--- src/rtl/matmul_tile_sched.sv ---
// Handshaked (i, j, k) tile sequencer for the blocked matrix multiplier.
// Issues one calc job at a time and hands each finished output tile to writeback.
module matmul_tile_sched #(
    parameter int TILES_I = 2,
    parameter int TILES_J = 2,
    parameter int TILES_K = 2,
    localparam int IW = (TILES_I > 1) ? $clog2(TILES_I) : 1,
    localparam int JW = (TILES_J > 1) ? $clog2(TILES_J) : 1,
    localparam int KW = (TILES_K > 1) ? $clog2(TILES_K) : 1,
    localparam int CW = $clog2(TILES_I * TILES_J * TILES_K + 1)
) (
    input  logic          clock,
    input  logic          reset,
    input  logic          start,
    input  logic          abort,
    input  logic          calc_done,
    input  logic          wb_done,
    output logic          busy,
    output logic          tile_start,
    output logic          acc_clear,
    output logic          acc_last,
    output logic [IW-1:0] tile_i,
    output logic [JW-1:0] tile_j,
    output logic [KW-1:0] tile_k,
    output logic          wb_start,
    output logic          done,
    output logic [CW-1:0] jobs_issued
);

    typedef enum logic [2:0] {
        IDLE,
        ISSUE,
        WAIT_CALC,
        ISSUE_WB,
        WAIT_WB,
        FINISH
    } state_t;

    localparam logic [IW-1:0] I_LAST = IW'(TILES_I - 1);
    localparam logic [JW-1:0] J_LAST = JW'(TILES_J - 1);
    localparam logic [KW-1:0] K_LAST = KW'(TILES_K - 1);

    state_t        state;
    state_t        state_next;
    logic [IW-1:0] i_next;
    logic [JW-1:0] j_next;
    logic [KW-1:0] k_next;
    logic [CW-1:0] jobs_next;

    always_ff @(posedge clock or negedge reset) begin
        if (!reset) begin
            state       <= IDLE;
            tile_i      <= '0;
            tile_j      <= '0;
            tile_k      <= '0;
            jobs_issued <= '0;
        end else begin
            state       <= state_next;
            tile_i      <= i_next;
            tile_j      <= j_next;
            tile_k      <= k_next;
            jobs_issued <= jobs_next;
        end
    end

    always_comb begin
        state_next = state;
        i_next     = tile_i;
        j_next     = tile_j;
        k_next     = tile_k;
        jobs_next  = jobs_issued;
        case (state)
            IDLE: begin
                i_next = '0;
                j_next = '0;
                k_next = '0;
                // An abort in the same cycle keeps the previous run's job count visible.
                if (start && !abort) begin
                    jobs_next  = '0;
                    state_next = ISSUE;
                end
            end
            ISSUE: begin
                jobs_next  = jobs_issued + CW'(1);
                state_next = WAIT_CALC;
            end
            WAIT_CALC: begin
                if (calc_done) begin
                    if (tile_k != K_LAST) begin
                        k_next     = tile_k + KW'(1);
                        state_next = ISSUE;
                    end else begin
                        state_next = ISSUE_WB;
                    end
                end
            end
            ISSUE_WB: state_next = WAIT_WB;
            WAIT_WB: begin
                if (wb_done) begin
                    if (tile_i == I_LAST && tile_j == J_LAST) begin
                        state_next = FINISH;
                    end else begin
                        k_next = '0;
                        if (tile_j == J_LAST) begin
                            j_next = '0;
                            i_next = tile_i + IW'(1);
                        end else begin
                            j_next = tile_j + JW'(1);
                        end
                        state_next = ISSUE;
                    end
                end
            end
            FINISH: begin
                i_next     = '0;
                j_next     = '0;
                k_next     = '0;
                state_next = IDLE;
            end
            default: state_next = IDLE;
        endcase
        if (abort) begin
            state_next = IDLE;
            i_next     = '0;
            j_next     = '0;
            k_next     = '0;
        end
    end

    // Every output is a decode of registered state, so no input reaches an output combinationally.
    assign busy       = (state != IDLE);
    assign tile_start = (state == ISSUE);
    assign acc_clear  = (state == ISSUE) && (tile_k == '0);
    assign acc_last   = (state == ISSUE) && (tile_k == K_LAST);
    assign wb_start   = (state == ISSUE_WB);
    assign done       = (state == FINISH);

endmodule

--- config.mk ---
export PLATFORM = sky130hd
export DESIGN_NAME = matmul_tile_sched
export DESIGN_NICKNAME = d
export VERILOG_FILES = /design/src/rtl/matmul_tile_sched.sv
export SDC_FILE = /design/constraint.sdc
export NUM_CORES = 1
export LEC_CHECK = 0
export CORE_AREA = 2 2 39 41
export DETAILED_ROUTE_END_ITERATION = 10
export DIE_AREA = 0 0 41 43
export PLACE_DENSITY = 0.76
export SLEW_MARGIN = 20
export SYNTH_ARGS = -nofsm -noshare
export SYNTH_HDL_FRONTEND = slang
export SYNTH_SLANG_ARGS = --single-unit
--- constraint.sdc ---
create_clock -name clock -period 3.15 [get_ports clock]
set_input_delay 0.63 -clock clock [delete_from_list [all_inputs] [get_ports clock]]
set_output_delay 0.63 -clock clock [all_outputs]
set_load 0.02 [all_outputs]
==> impl_metrics.env, run 1 <==
export IMPL_dp_cells=94
export IMPL_synth_top_area_cell="dfrtp_1"
export IMPL_firstDrtPassIters=4
export IMPL_maxCapViolations=0
export IMPL_finalCritPeriodShare=0.854
export IMPL_place_area_um2=764
export IMPL_ctsRootBufferMaster="clkbuf_4"
export IMPL_netlist_top_cells_count="dfrtp_1, nor2_1, inv_1"
export IMPL_worstSetupPathType="flip-flop to output pin"
export IMPL_finalWirelength_um=1370
export IMPL_cts_max_path_buffers=2
export IMPL_final_nets=90
export IMPL_synthCells=62
export IMPL_ant_nets=0
export IMPL_syn_to_final_growth_pct=37.6
export IMPL_fin_cells=97
export IMPL_p_leak_nw=0.349
export IMPL_post_route_min_period_ns=2.69
export IMPL_setup_viol=0
export IMPL_clock_skew_ns=0.00966
export IMPL_grt_pass1_wl_um=2100
export IMPL_cts_resized_gates=0
export IMPL_relSlewSlack=0.688
export IMPL_fp_row_count=14
export IMPL_ys_flop_type="dfrtp_1"
export IMPL_antenna_found_initial=0
export IMPL_cts_tree="built"
export IMPL_async_reset_ff_frac=1.00
export IMPL_wl_per_cell_um=14.2
export IMPL_syn_avg_cell_area_um2=9.22
export IMPL_final_max_slew_viol_count=0
export IMPL_timing_fmax_mhz=372
export IMPL_postCtsSetupBuffers=0
export IMPL_drive_gt1_frac=0.0864
export IMPL_design_core_area_um2=1380
export IMPL_synth_most_common_cell="dfrtp_1"
export IMPL_startpoint_type="flip-flop"
export IMPL_power_density_nw_per_um2=457
export IMPL_power_w=0.000360
export IMPL_synth_edf_count=0
export IMPL_start_util=0.413
export IMPL_clk_latency_ns=0.27
export IMPL_io_buffers=18
export IMPL_yosysUniqueCellTypes=30
export IMPL_end_kind="output pin"
export IMPL_syn_area_um2=572
export IMPL_grt_pass1_vias=502
export IMPL_cts_buffers=3
export IMPL_rsz0062_at_grt="false"
export IMPL_synthesis_nets=69
export IMPL_dr_first_iter_drc_count=11
export IMPL_critical_path_arrival_ns=2.06
export IMPL_clk_pin_slew_ns=0.07
export IMPL_synthTopCellsByArea="dfrtp_1, nor2_1, mux2i_1, nor3_1, inv_1"
export IMPL_yosys_area_top_type_share=0.438
export IMPL_io_pins=19
export IMPL_n_antenna_cell=0
export IMPL_min_path_type="flip-flop to flip-flop"
export IMPL_outcome="finished clean"
export IMPL_vias_per_cell=5.49
export IMPL_hpwlAfterDp_um=1050
export IMPL_met3_usage=0.0314
export IMPL_routabilityCongestion=0.773
export IMPL_gr_usage_all_layers=0.181
export IMPL_use_met2=0.278
export IMPL_final_hold_viol_count=0
export IMPL_yosysWarningCount=0
export IMPL_die_area_um2=1760
export IMPL_grtUsageMet1=0.219
export IMPL_grt_overflow=0
export IMPL_grt_busiest_layer="met2"
export IMPL_worstMarginPinSlew_ns=0.467
export IMPL_synth_seq_cells=10
export IMPL_drcViolationCount=0
export IMPL_vias=533
export IMPL_cp_required_ns=2.52
export IMPL_cts_sinks=10
export IMPL_post_route_util=0.569
export IMPL_ir_drop_mv=0.239
export IMPL_seq_area_frac_synth=0.438
export IMPL_ctsHoldBuffers=0
export IMPL_tns_ns=0
export IMPL_final_cell_area_um2=787
export IMPL_grt_max_degree=12
export IMPL_cp_max_fo=11
export IMPL_die_h_um=43
export IMPL_h_tree_depth=1
export IMPL_fp_dieW_um=41
[flip-flops by register name, summed over array words and instances (netlist names)]
register and cells:
tile_i 1, state 3, tile_j 1, jobs_issued 4, tile_k 1
[per-stage QoR]
stage | hold slack, ns | worst slack [ns]
3_5_place_dp | 0.488 | 0.766
3_3_place_gp | 0.465 | 0.795
4_1_cts | 0.494 | 0.464
5_1_grt | 0.505 | 0.379
6_report | 0.484 | 0.459
2_1_floorplan | 0.334 | 1.32
[cell usage in the layout (no fill, tap or decap), drive strengths merged]
master,netlist,final
clkdlybuf4s50,0,18
dfrtp,10,10
nor2,7,7
inv,5,5
nand2,4,4
nor3,4,4
o21ai,3,3
clkbuf,2,3
nor2b,2,2
and2,2,2
a31oi,2,2
mux2i,2,2
or3b,1,1
clkinv,1,1
or2b,1,1
and3,1,1
nand2b,1,1
nor4bb,1,1
xnor2,1,1
and2b,1,1
a311oi,1,1
a21bo,1,1
a211oi,1,1
a31o,1,1
nand4,1,1
a32oi,1,1
o211ai,1,1
a21boi,1,1
a2bb2oi,1,1
a41oi,1,1
ha,1,1
[metal layers]
| metal | vias to the layer above | routed length (µm) | part of all wire |
|---|---|---|---|
| li1 | 261 | - | - |
| met1 | 257 | 608 | 0.44 |
| met3 | 2 | 61 | 0.044 |
| met4 | 0 | 14 | 0.010 |
| met5 | - | 0 | 0 |
| met2 | 13 | 688 | 0.50 |
[where the power goes]
part           internal [W]  switching [W]
registers          0.000142      0.0000212
logic             0.0000539      0.0000564
clock network     0.0000440      0.0000420
total              0.000240       0.000120
[kinds of logic (layout without fill, tap and decap cells)]
family / after synthesis / count (layout) / synth area share
adder cells (fa/ha/maj): 1 / 1 / 0.0219
flip-flops: 10 / 10 / 0.438
multiplexers: 2 / 2 / 0.0350
AND/OR/NAND/NOR: 26 / 26 / 0.254
buffers and inverters: 8 / 27 / 0.0547
XOR/XNOR: 1 / 1 / 0.0153
AO/OA/AOI/OAI: 14 / 14 / 0.182
[worst max-delay path, stage by stage (launching register included)]
cell and delay [ns]:
dfrtp_1 0.50, or3b_1 0.47, clkinv_2 0.11, and2_1 0.12, clkdlybuf4s50_1 0.59
[final timing paths]
path                                       startpoint                          to  slack (ns)  cells past startpoint
setup / recovery                 state[2]$_DFFE_PN0P_                    acc_last        0.46                      4
hold / removal             jobs_issued[3]$_DFFE_PN0P_  jobs_issued[3]$_DFFE_PN0P_        0.48                      1
setup reg to reg                 state[2]$_DFFE_PN0P_  jobs_issued[3]$_DFFE_PN0P_        1.70                      4
hold reg to reg            jobs_issued[3]$_DFFE_PN0P_  jobs_issued[3]$_DFFE_PN0P_        0.48                      1
max in group asynchronous                       reset        state[1]$_DFFE_PN0P_        2.14                      1
min in group asynchronous                       reset  jobs_issued[2]$_DFFE_PN0P_        0.68                      1
[layout make-up]
type                            instances  area, µm²
Clock buffer                            3       22.5
Fill cell                             136        597
Inverter                                6       23.8
Multi-Input combinational cell         44        290
Sequential cell                        10        250
Tap cell                               16       20.0
Timing Repair Buffer                   18        180
Power figures use the tool's default switching activity.
==> run 2: changes to the inputs <==
--- a/config.mk
+++ b/config.mk
@@ -8,6 +8,7 @@
 export CORE_AREA = 2 2 39 41
 export DETAILED_ROUTE_END_ITERATION = 10
 export DIE_AREA = 0 0 41 43
+export GPL_ROUTABILITY_DRIVEN = 0
 export PLACE_DENSITY = 0.76
 export SLEW_MARGIN = 20
 export SYNTH_ARGS = -nofsm -noshare
==> results of run 2 <==
Final layout, timing and power as in run 1 (identical DEF).
